**src/rtl/wb_arb_2m4s_pkg.sv**
```systemverilog
// Shared definitions for the 2-master / 4-slave Wishbone arbiter:
// slave indices, address decode field and arbiter FSM encoding.
package wb_arb_2m4s_pkg;

    localparam int NUM_SLV = 4;
    localparam int DEC_HI  = 31;
    localparam int DEC_LO  = 28;

    localparam logic [1:0] SLV_DRAM  = 2'd0;
    localparam logic [1:0] SLV_IRAM  = 2'd1;
    localparam logic [1:0] SLV_GPIO  = 2'd2;
    localparam logic [1:0] SLV_SPARE = 2'd3;

    typedef enum logic [1:0] {
        ST_IDLE = 2'd0,
        ST_OWN0 = 2'd1,
        ST_OWN1 = 2'd2,
        ST_ERR  = 2'd3
    } state_e;

    function automatic logic [NUM_SLV-1:0] slv_onehot(input logic [1:0] idx);
        logic [NUM_SLV-1:0] oh;
        oh      = '0;
        oh[idx] = 1'b1;
        return oh;
    endfunction

endpackage

```
**src/rtl/wb_arb_watchdog.sv**
```systemverilog
// Bus watchdog: counts consecutive stalled strobe cycles and flags a timeout
// on the stalled cycle that brings the count to TIMEOUT_CYC.
module wb_arb_watchdog #(
    parameter int unsigned TIMEOUT_CYC = 255,
    parameter int unsigned CNT_W       = 8
) (
    input  logic clk_i,
    input  logic rstn_i,
    input  logic en_i,
    input  logic ack_i,
    output logic timeout_o
);

    localparam logic [CNT_W-1:0] LAST_CNT = CNT_W'(TIMEOUT_CYC - 1);

    logic [CNT_W-1:0] count_q, count_d;
    logic             stall;

    assign stall     = en_i & ~ack_i;
    // An ack in the would-be timeout cycle suppresses the timeout.
    assign timeout_o = stall && (count_q == LAST_CNT);

    // NOTE: every always_comb output gets a default first so no latch is inferred.
    always_comb begin
        count_d = '0;
        if (stall && !timeout_o)
            count_d = count_q + 1'b1;
    end

    // NOTE: sequential state uses non-blocking assignments only.
    always_ff @(posedge clk_i or negedge rstn_i) begin
        if (!rstn_i)
            count_q <= '0;
        else
            count_q <= count_d;
    end

endmodule

```
**src/rtl/wb_arb_2m4s.sv**
```systemverilog
// Round-robin Wishbone arbiter for two masters onto one shared bus, with
// addr[31:28] slave decode, decode-error and watchdog error termination.
module wb_arb_2m4s
    import wb_arb_2m4s_pkg::*;
#(
    parameter int unsigned TIMEOUT_CYC   = 255,
    parameter int unsigned CNT_W         = 8,
    parameter bit          RR_RESET_LAST = 1'b1
) (
    input  logic         clk_i,
    input  logic         rstn_i,
    input  logic         m0_cyc_i,
    input  logic         m0_stb_i,
    input  logic         m0_we_i,
    input  logic [31:0]  m0_addr_i,
    input  logic [31:0]  m0_data_i,
    input  logic [3:0]   m0_sel_i,
    output logic [31:0]  m0_data_o,
    output logic         m0_ack_o,
    output logic         m0_err_o,
    input  logic         m1_cyc_i,
    input  logic         m1_stb_i,
    input  logic         m1_we_i,
    input  logic [31:0]  m1_addr_i,
    input  logic [31:0]  m1_data_i,
    input  logic [3:0]   m1_sel_i,
    output logic [31:0]  m1_data_o,
    output logic         m1_ack_o,
    output logic         m1_err_o,
    output logic [3:0]   s_cyc_o,
    output logic [3:0]   s_stb_o,
    output logic         s_we_o,
    output logic [31:0]  s_addr_o,
    output logic [31:0]  s_data_o,
    output logic [3:0]   s_sel_o,
    input  logic [31:0]  s0_data_i,
    input  logic [31:0]  s1_data_i,
    input  logic [31:0]  s2_data_i,
    input  logic [31:0]  s3_data_i,
    input  logic [3:0]   s_ack_i,
    output logic [1:0]   gnt_o
);

    state_e       state_q, state_d;
    logic         owner_q, owner_d;
    logic         last_q, last_d;
    logic [1:0]   gnt_q, gnt_d;

    logic         req0, req1;
    logic         own_cyc, own_stb, own_we;
    logic [31:0]  own_addr, own_wdata;
    logic [3:0]   own_sel;
    logic         owning, dec_ok;
    logic [1:0]   slv_idx;
    logic [3:0]   slv_sel;
    logic [31:0]  slv_rdata;
    logic         slv_ack;
    logic         wd_en, wd_timeout;

    assign req0 = m0_cyc_i & m0_stb_i;
    assign req1 = m1_cyc_i & m1_stb_i;

    always_comb begin
        if (owner_q) begin
            own_cyc   = m1_cyc_i;
            own_stb   = m1_stb_i;
            own_we    = m1_we_i;
            own_addr  = m1_addr_i;
            own_wdata = m1_data_i;
            own_sel   = m1_sel_i;
        end else begin
            own_cyc   = m0_cyc_i;
            own_stb   = m0_stb_i;
            own_we    = m0_we_i;
            own_addr  = m0_addr_i;
            own_wdata = m0_data_i;
            own_sel   = m0_sel_i;
        end
    end

    assign owning  = (state_q == ST_OWN0) || (state_q == ST_OWN1);
    assign dec_ok  = own_addr[DEC_HI:DEC_LO] < 4'(NUM_SLV);
    assign slv_idx = own_addr[DEC_LO+1:DEC_LO];
    assign slv_sel = (owning && dec_ok) ? slv_onehot(slv_idx) : '0;

    // Shared bus is quiet (all zero) whenever nobody owns it, including ERR.
    assign s_cyc_o  = slv_sel & {NUM_SLV{own_cyc}};
    assign s_stb_o  = slv_sel & {NUM_SLV{own_stb}};
    assign s_we_o   = owning & own_we;
    assign s_addr_o = owning ? own_addr  : '0;
    assign s_data_o = owning ? own_wdata : '0;
    assign s_sel_o  = owning ? own_sel   : '0;

    always_comb begin
        case (slv_idx)
            SLV_DRAM:  slv_rdata = s0_data_i;
            SLV_IRAM:  slv_rdata = s1_data_i;
            SLV_GPIO:  slv_rdata = s2_data_i;
            SLV_SPARE: slv_rdata = s3_data_i;
            default:   slv_rdata = '0;
        endcase
    end

    // Acks from slaves other than the decoded one are masked by slv_sel.
    assign slv_ack   = (|(s_ack_i & slv_sel)) & own_stb & own_cyc;

    assign m0_ack_o  = slv_ack & ~owner_q;
    assign m1_ack_o  = slv_ack &  owner_q;
    assign m0_data_o = (owning && dec_ok && !owner_q) ? slv_rdata : '0;
    assign m1_data_o = (owning && dec_ok &&  owner_q) ? slv_rdata : '0;
    assign m0_err_o  = (state_q == ST_ERR) & ~owner_q;
    assign m1_err_o  = (state_q == ST_ERR) &  owner_q;
    assign gnt_o     = gnt_q;

    assign wd_en = owning & dec_ok & own_cyc & own_stb;

    wb_arb_watchdog #(
        .TIMEOUT_CYC (TIMEOUT_CYC),
        .CNT_W       (CNT_W)
    ) u_watchdog (
        .clk_i     (clk_i),
        .rstn_i    (rstn_i),
        .en_i      (wd_en),
        .ack_i     (slv_ack),
        .timeout_o (wd_timeout)
    );

    always_comb begin
        state_d = state_q;
        owner_d = owner_q;
        last_d  = last_q;
        case (state_q)
            ST_IDLE: begin
                // On a tie the master that was not granted last wins.
                if (req0 && (!req1 || last_q)) begin
                    state_d = ST_OWN0;
                    owner_d = 1'b0;
                end else if (req1) begin
                    state_d = ST_OWN1;
                    owner_d = 1'b1;
                end
            end
            ST_OWN0, ST_OWN1: begin
                if (!own_cyc) begin
                    state_d = ST_IDLE;
                    last_d  = owner_q;
                end else if ((own_stb && !dec_ok) || wd_timeout) begin
                    state_d = ST_ERR;
                end
            end
            ST_ERR: begin
                if (own_cyc) begin
                    state_d = owner_q ? ST_OWN1 : ST_OWN0;
                end else begin
                    state_d = ST_IDLE;
                    last_d  = owner_q;
                end
            end
            default: state_d = ST_IDLE;
        endcase

        case (state_d)
            ST_OWN0: gnt_d = 2'b01;
            ST_OWN1: gnt_d = 2'b10;
            ST_ERR:  gnt_d = owner_d ? 2'b10 : 2'b01;
            default: gnt_d = 2'b00;
        endcase
    end

    always_ff @(posedge clk_i or negedge rstn_i) begin
        if (!rstn_i) begin
            state_q <= ST_IDLE;
            owner_q <= 1'b0;
            last_q  <= RR_RESET_LAST;
            gnt_q   <= 2'b00;
        end else begin
            state_q <= state_d;
            owner_q <= owner_d;
            last_q  <= last_d;
            gnt_q   <= gnt_d;
        end
    end

endmodule

```
**config.mk**
```make
export PLATFORM = sky130hd
export DESIGN_NAME = wb_arb_2m4s
export DESIGN_NICKNAME = d
export VERILOG_FILES = /design/src/rtl/wb_arb_2m4s_pkg.sv /design/src/rtl/wb_arb_watchdog.sv /design/src/rtl/wb_arb_2m4s.sv
export SDC_FILE = /design/constraint.sdc
export NUM_CORES = 1
export LEC_CHECK = 0
export ABC_AREA = 1
export ABC_CLOCK_PERIOD_IN_PS = 2000
export CORE_AREA = 4 4 163 165
export CTS_CLUSTER_SIZE = 30
export DETAILED_ROUTE_END_ITERATION = 10
export DIE_AREA = 0 0 167 169
export PLACE_DENSITY = 0.53
export SLEW_MARGIN = 10
export SYNTH_ARGS = -nofsm -noshare
export SYNTH_HDL_FRONTEND = slang
export SYNTH_SLANG_ARGS = --single-unit
```
**constraint.sdc**
```tcl
create_clock -name clk_i -period 2 [get_ports clk_i]
set_input_delay 0.3 -clock clk_i [delete_from_list [all_inputs] [get_ports clk_i]]
set_output_delay 0.3 -clock clk_i [all_outputs]
set_load 0.01 [all_outputs]
```
======== Word level (Yosys, flattened, before mapping) ========
Index checks and enable logic that the tools add are counted.
storage, ports and cells
  bits in registers ....................... 14
  logic and storage cells ................. 87
  bits of input ports ..................... 276
  output and inout port bits .............. 147
operators by class
  multiplexer cells ....................... 28
  magnitude comparators ................... 3
  add/subtract/negate cells ............... 1
  bitwise operators ....................... 19
  equal/unequal tests ..................... 10
  reduce and logical (&&, ||, !) cells .... 21
operators by type and width
  operator                                                                              number
  32-bit 2-to-1 mux                                                                     6
  32-bit one-hot mux with 4 select lines                                                1
  2-bit 2-to-1 mux                                                                      7
  1-bit AND                                                                             13
  4-bit AND                                                                             3
  2-bit == test (second input constant)                                                 6
  4-bit 2-to-1 mux                                                                      3
  2-bit one-hot mux with 3 select lines                                                 2
  8-bit by 1-bit adder with 8-bit output (second input constant)                        1
  8-bit == test (second input constant)                                                 1
  1-bit logical AND                                                                     8
  8-bit 2-to-1 mux                                                                      1
  1-bit 2-to-1 mux                                                                      7
  2-bit by 1-bit == test with 1-bit output (second input constant)                      3
  1-bit zero test                                                                       4
  2-bit zero test                                                                       2
  4-bit by 3-bit < comparator with 1-bit output (second input constant)                 1
  4-bit OR reduction                                                                    1
  1-bit logical OR                                                                      3
  2-bit by 3-bit < comparator with 1-bit output (second input constant)                 1
  1-bit NOT                                                                             3
  3-bit OR reduction                                                                    1
  1-bit demux with 2-bit select                                                         1
  2-bit by 1-bit greater-or-equal comparator with 1-bit output (second input constant)  1
  other kinds (2)                                                                       2

======== Depth between registers and ports, before layout ========
  depth in word-level cells ............... 19
  gate-level depth with buffers ........... 16
  depth with buffers taken out ............ 15

======== By module ========
From an unflattened synthesis, not the netlist that was laid out.
unflattened totals
  cell total of the unflattened synthesis .. 634
  area, all modules ....................... 3,189.3 um^2
by module, submodules not included
  module           area each (um^2)  cells an instance  instances
  wb_arb_2m4s      2,770.2           583                1
  wb_arb_watchdog  419.2             51                 1

======== Worst setup path after synthesis ========
OpenSTA, ideal clock, no wires.
  path kind ............................... reg-to-output
  from .................................... register state_q[0]
  to ...................................... output port m0_data_o[10]
  setup slack ............................. 83 ps
  buffers on the path ..................... 1
  arrival time ............................ 1,617 ps
  cell stages (with the launch flop) ...... 8
  cells stage by stage .................... dfrtp_1 -> inv_1 -> ha_1 -> inv_1 -> nor2_1 -> nand2_1 -> clkbuf_1 -> nor2_1
between the ends
  longest elaborated chain between the ends .. 5
  elaborated cells on any way between the ends .. 6
ends and longest elaborated chain
  what                                                                       RTL line            RTL
  from (decl)                                                                wb_arb_2m4s.sv:44   state_e state_q, state_d;
  from (signal assigned)                                                     wb_arb_2m4s.sv:177  state_q <= state_d;
  2-bit by 1-bit == test with 1-bit output or 2-bit == test (tied branches)  wb_arb_2m4s.sv:81   assign owning = (state_q == ST_OWN0) || (state_q == ST_OWN1);
  1-bit logical OR (*)                                                       wb_arb_2m4s.sv:81
  1-bit logical AND (*) (2 in a row)                                         wb_arb_2m4s.sv:109  assign m0_data_o = (owning && dec_ok && !owner_q) ? slv_rdata : '0;
  32-bit 2-to-1 mux (*)                                                      wb_arb_2m4s.sv:109
  to (decl)                                                                  wb_arb_2m4s.sv:18   output logic [31:0] m0_data_o,
Every way passes the cells marked *; elsewhere a longest branch is shown, timed or not.

======== Final worst setup path ========
  from .................................... register owner_q
  to ...................................... output port m0_ack_o
between the ends
  longest elaborated chain between the ends .. 11
  elaborated cells on any way between the ends .. 17
ends and longest elaborated chain
  what                                                                                                                                                 RTL line               RTL
  from (decl)                                                                                                                                          wb_arb_2m4s.sv:45      logic owner_q, owner_d;
  from (signal assigned)                                                                                                                               wb_arb_2m4s.sv:178     owner_q <= owner_d;
  32-bit 2-to-1 mux                                                                                                                                    wb_arb_2m4s.sv:64      if (owner_q) begin
  2-bit by 3-bit < comparator with 1-bit output (not written as such) or 2-bit by 1-bit greater-or-equal comparator with 1-bit output (tied branches)  wb_arb_2m4s_pkg.sv:24  oh[idx] = 1'b1;
  1-bit logical AND (not written as such)                                                                                                              wb_arb_2m4s_pkg.sv:24
  1-bit 2-to-1 mux (not written as such)                                                                                                               wb_arb_2m4s_pkg.sv:24
  1-bit demux with 2-bit select                                                                                                                        wb_arb_2m4s_pkg.sv:24
  4-bit 2-to-1 mux                                                                                                                                     wb_arb_2m4s.sv:84      assign slv_sel = (owning && dec_ok) ? slv_onehot(slv_idx) : '0;
  4-bit AND                                                                                                                                            wb_arb_2m4s.sv:105     assign slv_ack = (|(s_ack_i & slv_sel)) & own_stb & own_cyc;
  4-bit OR reduction                                                                                                                                   wb_arb_2m4s.sv:105
  1-bit AND (2 in a row)                                                                                                                               wb_arb_2m4s.sv:105
  1-bit AND (*)                                                                                                                                        wb_arb_2m4s.sv:107     assign m0_ack_o = slv_ack & ~owner_q;
  to (decl)                                                                                                                                            wb_arb_2m4s.sv:19      output logic m0_ack_o,
Marks and branches as above.

==> summary.md <==
| Metric | Value |
|---|---|
| First-pass GRT wire length | `between 40000 and 50000 um` |
| CP Data Required Time | `approximately 1.7 ns` |
| Core Footprint | `between 20000 and 30000 um2` |
| Clock slew at reported path FFs | `approximately 0.05 ns` |
| Cells after synthesis | `between 600 and 700` |
| Initial DRC count | `332` |
| Initial Util | `0.121` |
| RSZ-0062 raised after global routing | `true` |
| Number of global-route vias before repair | `approximately 6.6k` |
| IO Port Bufs | `roughly 420` |
| Outcome | `complete, but fails checks` |
| Antenna violations before repair | `2` |
| Clock Power Share | `0.027` |
| Clk sinks | `14` |
| Largest net degree at the start of global routing | `32` |
| Combinational group share of total power | `0.948` |
| CTS Buffer Depth | `2` |
| Count leader, synth | `nor2_1` |
| Drt wl/cell | `between 20 and 25 um` |
| Post-Syn Area | `roughly 3000 um2` |
| Top-area cell type share of the netlist area | `0.280` |
| Top cell type by total area after synthesis | `nor2_1` |
| # H-tree levels | `1` |
| Sw frac | `0.507` |
| Pins over their slew limit | `0` |
| Internal power | `7.85 mW` |
| Remaining global-route overflow | `0` |
| Share of cells above drive strength 1 | `0.442` |
| GP Congestion | `around 0.84` |
| Yosys reg bits | `14` |
| Die Y | `around 170 um` |
| Max transition margin | `0.505` |
| Via-to-Cell Ratio | `between 4 and 5` |
| Synth top cells by count | `226 x nor2_1, 125 x o21ai_0, 104 x nand2_1, 38 x nand3_1` |
| Measured slew at the worst slew-check pin | `approximately 0.74 ns` |
| Num rows | `58` |
| Critical Path Source Type | `flop` |
| Layout Nets | `between 1k and 1.5k` |
| Crit Path Max Fanout | `5` |
| Post-synthesis sequential area ratio | `0.116` |
| Final period utilization | `1.19` |
| Die ar. | `approximately 28000 um2` |
| CTS tree | `yes` |
| Final worst path period need | `around 2.4 ns` |
| Worst slack at placement | `-0.818 ns` |
| Synthesized Nets | `just over 900` |
| Total wire length | `just over 30000 um` |
| Sw Pwr | `about 8 mW` |
| Flop pwr share | `0.025` |
| Clk_lat worst skew | `around 0.24 ns` |
| MaxCap Viol Count | `0` |
| Critical path type | `flop to output pin` |
| Syn Area/Cell | `about 4.8 um2` |
| Crit end category | `output pin` |
| Post-route setup slack | `-0.371 ns` |
| Synth Warn # | `0` |
| Setup-failing EPs final | `between 100 and 150` |
| Synth-to-layout area growth | `234%` |
| P_leak | `around 4.4 nW` |
| Total GRT Usage | `0.189` |
| Post-DRT Antenna Nets | `0` |
| Clock root cell | `clkbuf_16` |
| Fillers | `between 2k and 3k` |
| EDFF count, synth | `0` |
| Netlist cell types | `32` |
| Worst Clk Skew | `around 0.0013 ns` |
| Die width | `~170 um` |
| Power, Total | `about 16 mW` |
| Final hold vios | `0` |
| 1st-pass router iterations | `5` |
| Main synth FF type | `dfrtp_1` |
| CTS Hold Bufs | `0` |
| Ant. Diodes | `0` |
| Failing checks | `negative setup slack` |
| DRC viols | `0` |
| Crit path DAT | `2.07 ns` |
| CTS buffer count | `3` |
| I/O pins | `roughly 420` |
| Pwr/cell area | `roughly 1600 nW/um2` |
| Vias | `6420` |
| Fmax | `0.422 GHz` |
| Synth top area cells | `nor2_1 28%, o21ai_0 21%, nand2_1 13%, dfrtp_1 11%, nand3_1 6.3%` |
| Ys async rst share | `1.00` |
| Hold crit path type | `primary input to async pin` |
| Max rail drop VDD | `approximately 1.1 mV` |
| Dpl hpwl | `between 20000 and 25000 um` |
[cell families (layout without fill, tap and decap cells)]
| group | Yosys count | after routing | share of synthesized area |
|---|---|---|---|
| AO/OA/AOI/OAI | 141 | 141 | 0.240 |
| XOR/XNOR | 3 | 3 | 0.00866 |
| adder cells (fa/ha/maj) | 5 | 5 | 0.0206 |
| buffers and inverters | 79 | 582 | 0.105 |
| flip-flops | 14 | 14 | 0.116 |
| AND/OR/NAND/NOR | 384 | 384 | 0.510 |
[sequential cells by signal, indices dropped and copies added, names as in the netlist]
| signal | flops |
|---|---|
| owner_q | 1 |
| last_q | 1 |
| u_watchdog.count_q | 8 |
| gnt_o | 2 |
| state_q | 2 |
[stage by stage]
stage	TNS (ns)	instance area [um2]	hold WS [ns]	std cells	utilization
2_1_floorplan	0	3030	0.00441	626	-
3_3_place_gp	-82.95	7950	0.479	1385	0.317
3_5_place_dp	-83.00	7950	0.495	1385	0.317
4_1_cts	-25.86	9060	0.506	1437	0.362
5_1_grt	-39.08	10100	0.523	1459	0.405
6_report	-27.79	10100	0.495	1459	0.405
[critical path, cell delays in order, from the launching register on]
cell and delay (ns):
dfrtp_2 0.40, inv_4 0.05, buf_12 0.14, o21ai_4 0.20, nand2_2 0.10, buf_6 0.14
nor2_4 0.11, nand2_2 0.05, nand2_2 0.08, nor2_4 0.04, nor2_1 0.08, buf_4 0.15
inv_4 0.05, nor2_2 0.08, buf_2 0.14
[cell type report]
class                           instances  area (um2)  area share
Sequential cell                        14         353      0.0348
Timing Repair Buffer                  543        5470       0.540
Inverter                               35         153      0.0151
Tap cell                              330         413      0.0408
Clock buffer                            4        88.8     0.00877
Multi-Input combinational cell        533        3660       0.361
[placed cells by master (no fill, tap or decap), drive strengths merged, types with 3 or more instances in the layout]
cell type / Yosys / final
ha: 5 / 5
nor2: 228 / 228
dlygate4sd2: 0 / 5
clkdlybuf4s50: 0 / 276
inv: 35 / 34
clkdlybuf4s15: 0 / 4
o21ai: 133 / 133
nand2: 108 / 108
buf: 10 / 246
dlymetal6s2s: 0 / 3
dfrtp: 13 / 13
clkbuf: 34 / 13
nand3: 40 / 40
a21oi: 5 / 5
[path summary, 6_finish.rpt]
| kind | cells past startpoint | to | start | slack [ns] |
|---|---|---|---|---|
| hold reg to reg | 1 | u_watchdog.count_q[0] | u_watchdog.count_q[0] | 0.50 |
| max in group asynchronous | 1 | owner_q | rstn_i | 0.99 |
| setup reg to reg | 17 | gnt_o[0] | owner_q | -0.08 |
| hold / removal | 1 | gnt_o[1] | rstn_i | 0.50 |
| min in group clk_i | 1 | u_watchdog.count_q[0] | u_watchdog.count_q[0] | 0.50 |
| setup / recovery | 14 | m0_ack_o | owner_q | -0.37 |
[power by group through the flow]
stage | sequential (mW) | combinational [mW] | clock, mW
after global routing | 0.408 | 16.0 | 0.448
after CTS | 0.400 | 12.7 | 0.431
after global placement | 0.395 | 9.34 | 0
after floorplan | 0.404 | 3.97 | 0
after detailed placement | 0.395 | 9.27 | 0
final | 0.400 | 15.1 | 0.425
[repair_timing]
action	in CTS	in global routing
setup endpoints to repair	148	149
gates cloned	15	4
pin swaps	68	91
setup buffers	36	27
gates resized for setup	814	281
hold endpoints to repair	0	0
[layer usage]
metal,GRT usage,vias to the layer above,wire length (um)
met1,0.223,2965,11300
met5,0,-,21
met4,0.0534,4,1030
li1,-,3032,-
met2,0.341,360,15400
met3,0.0446,59,2400
(Power assumes the default switching activity.)
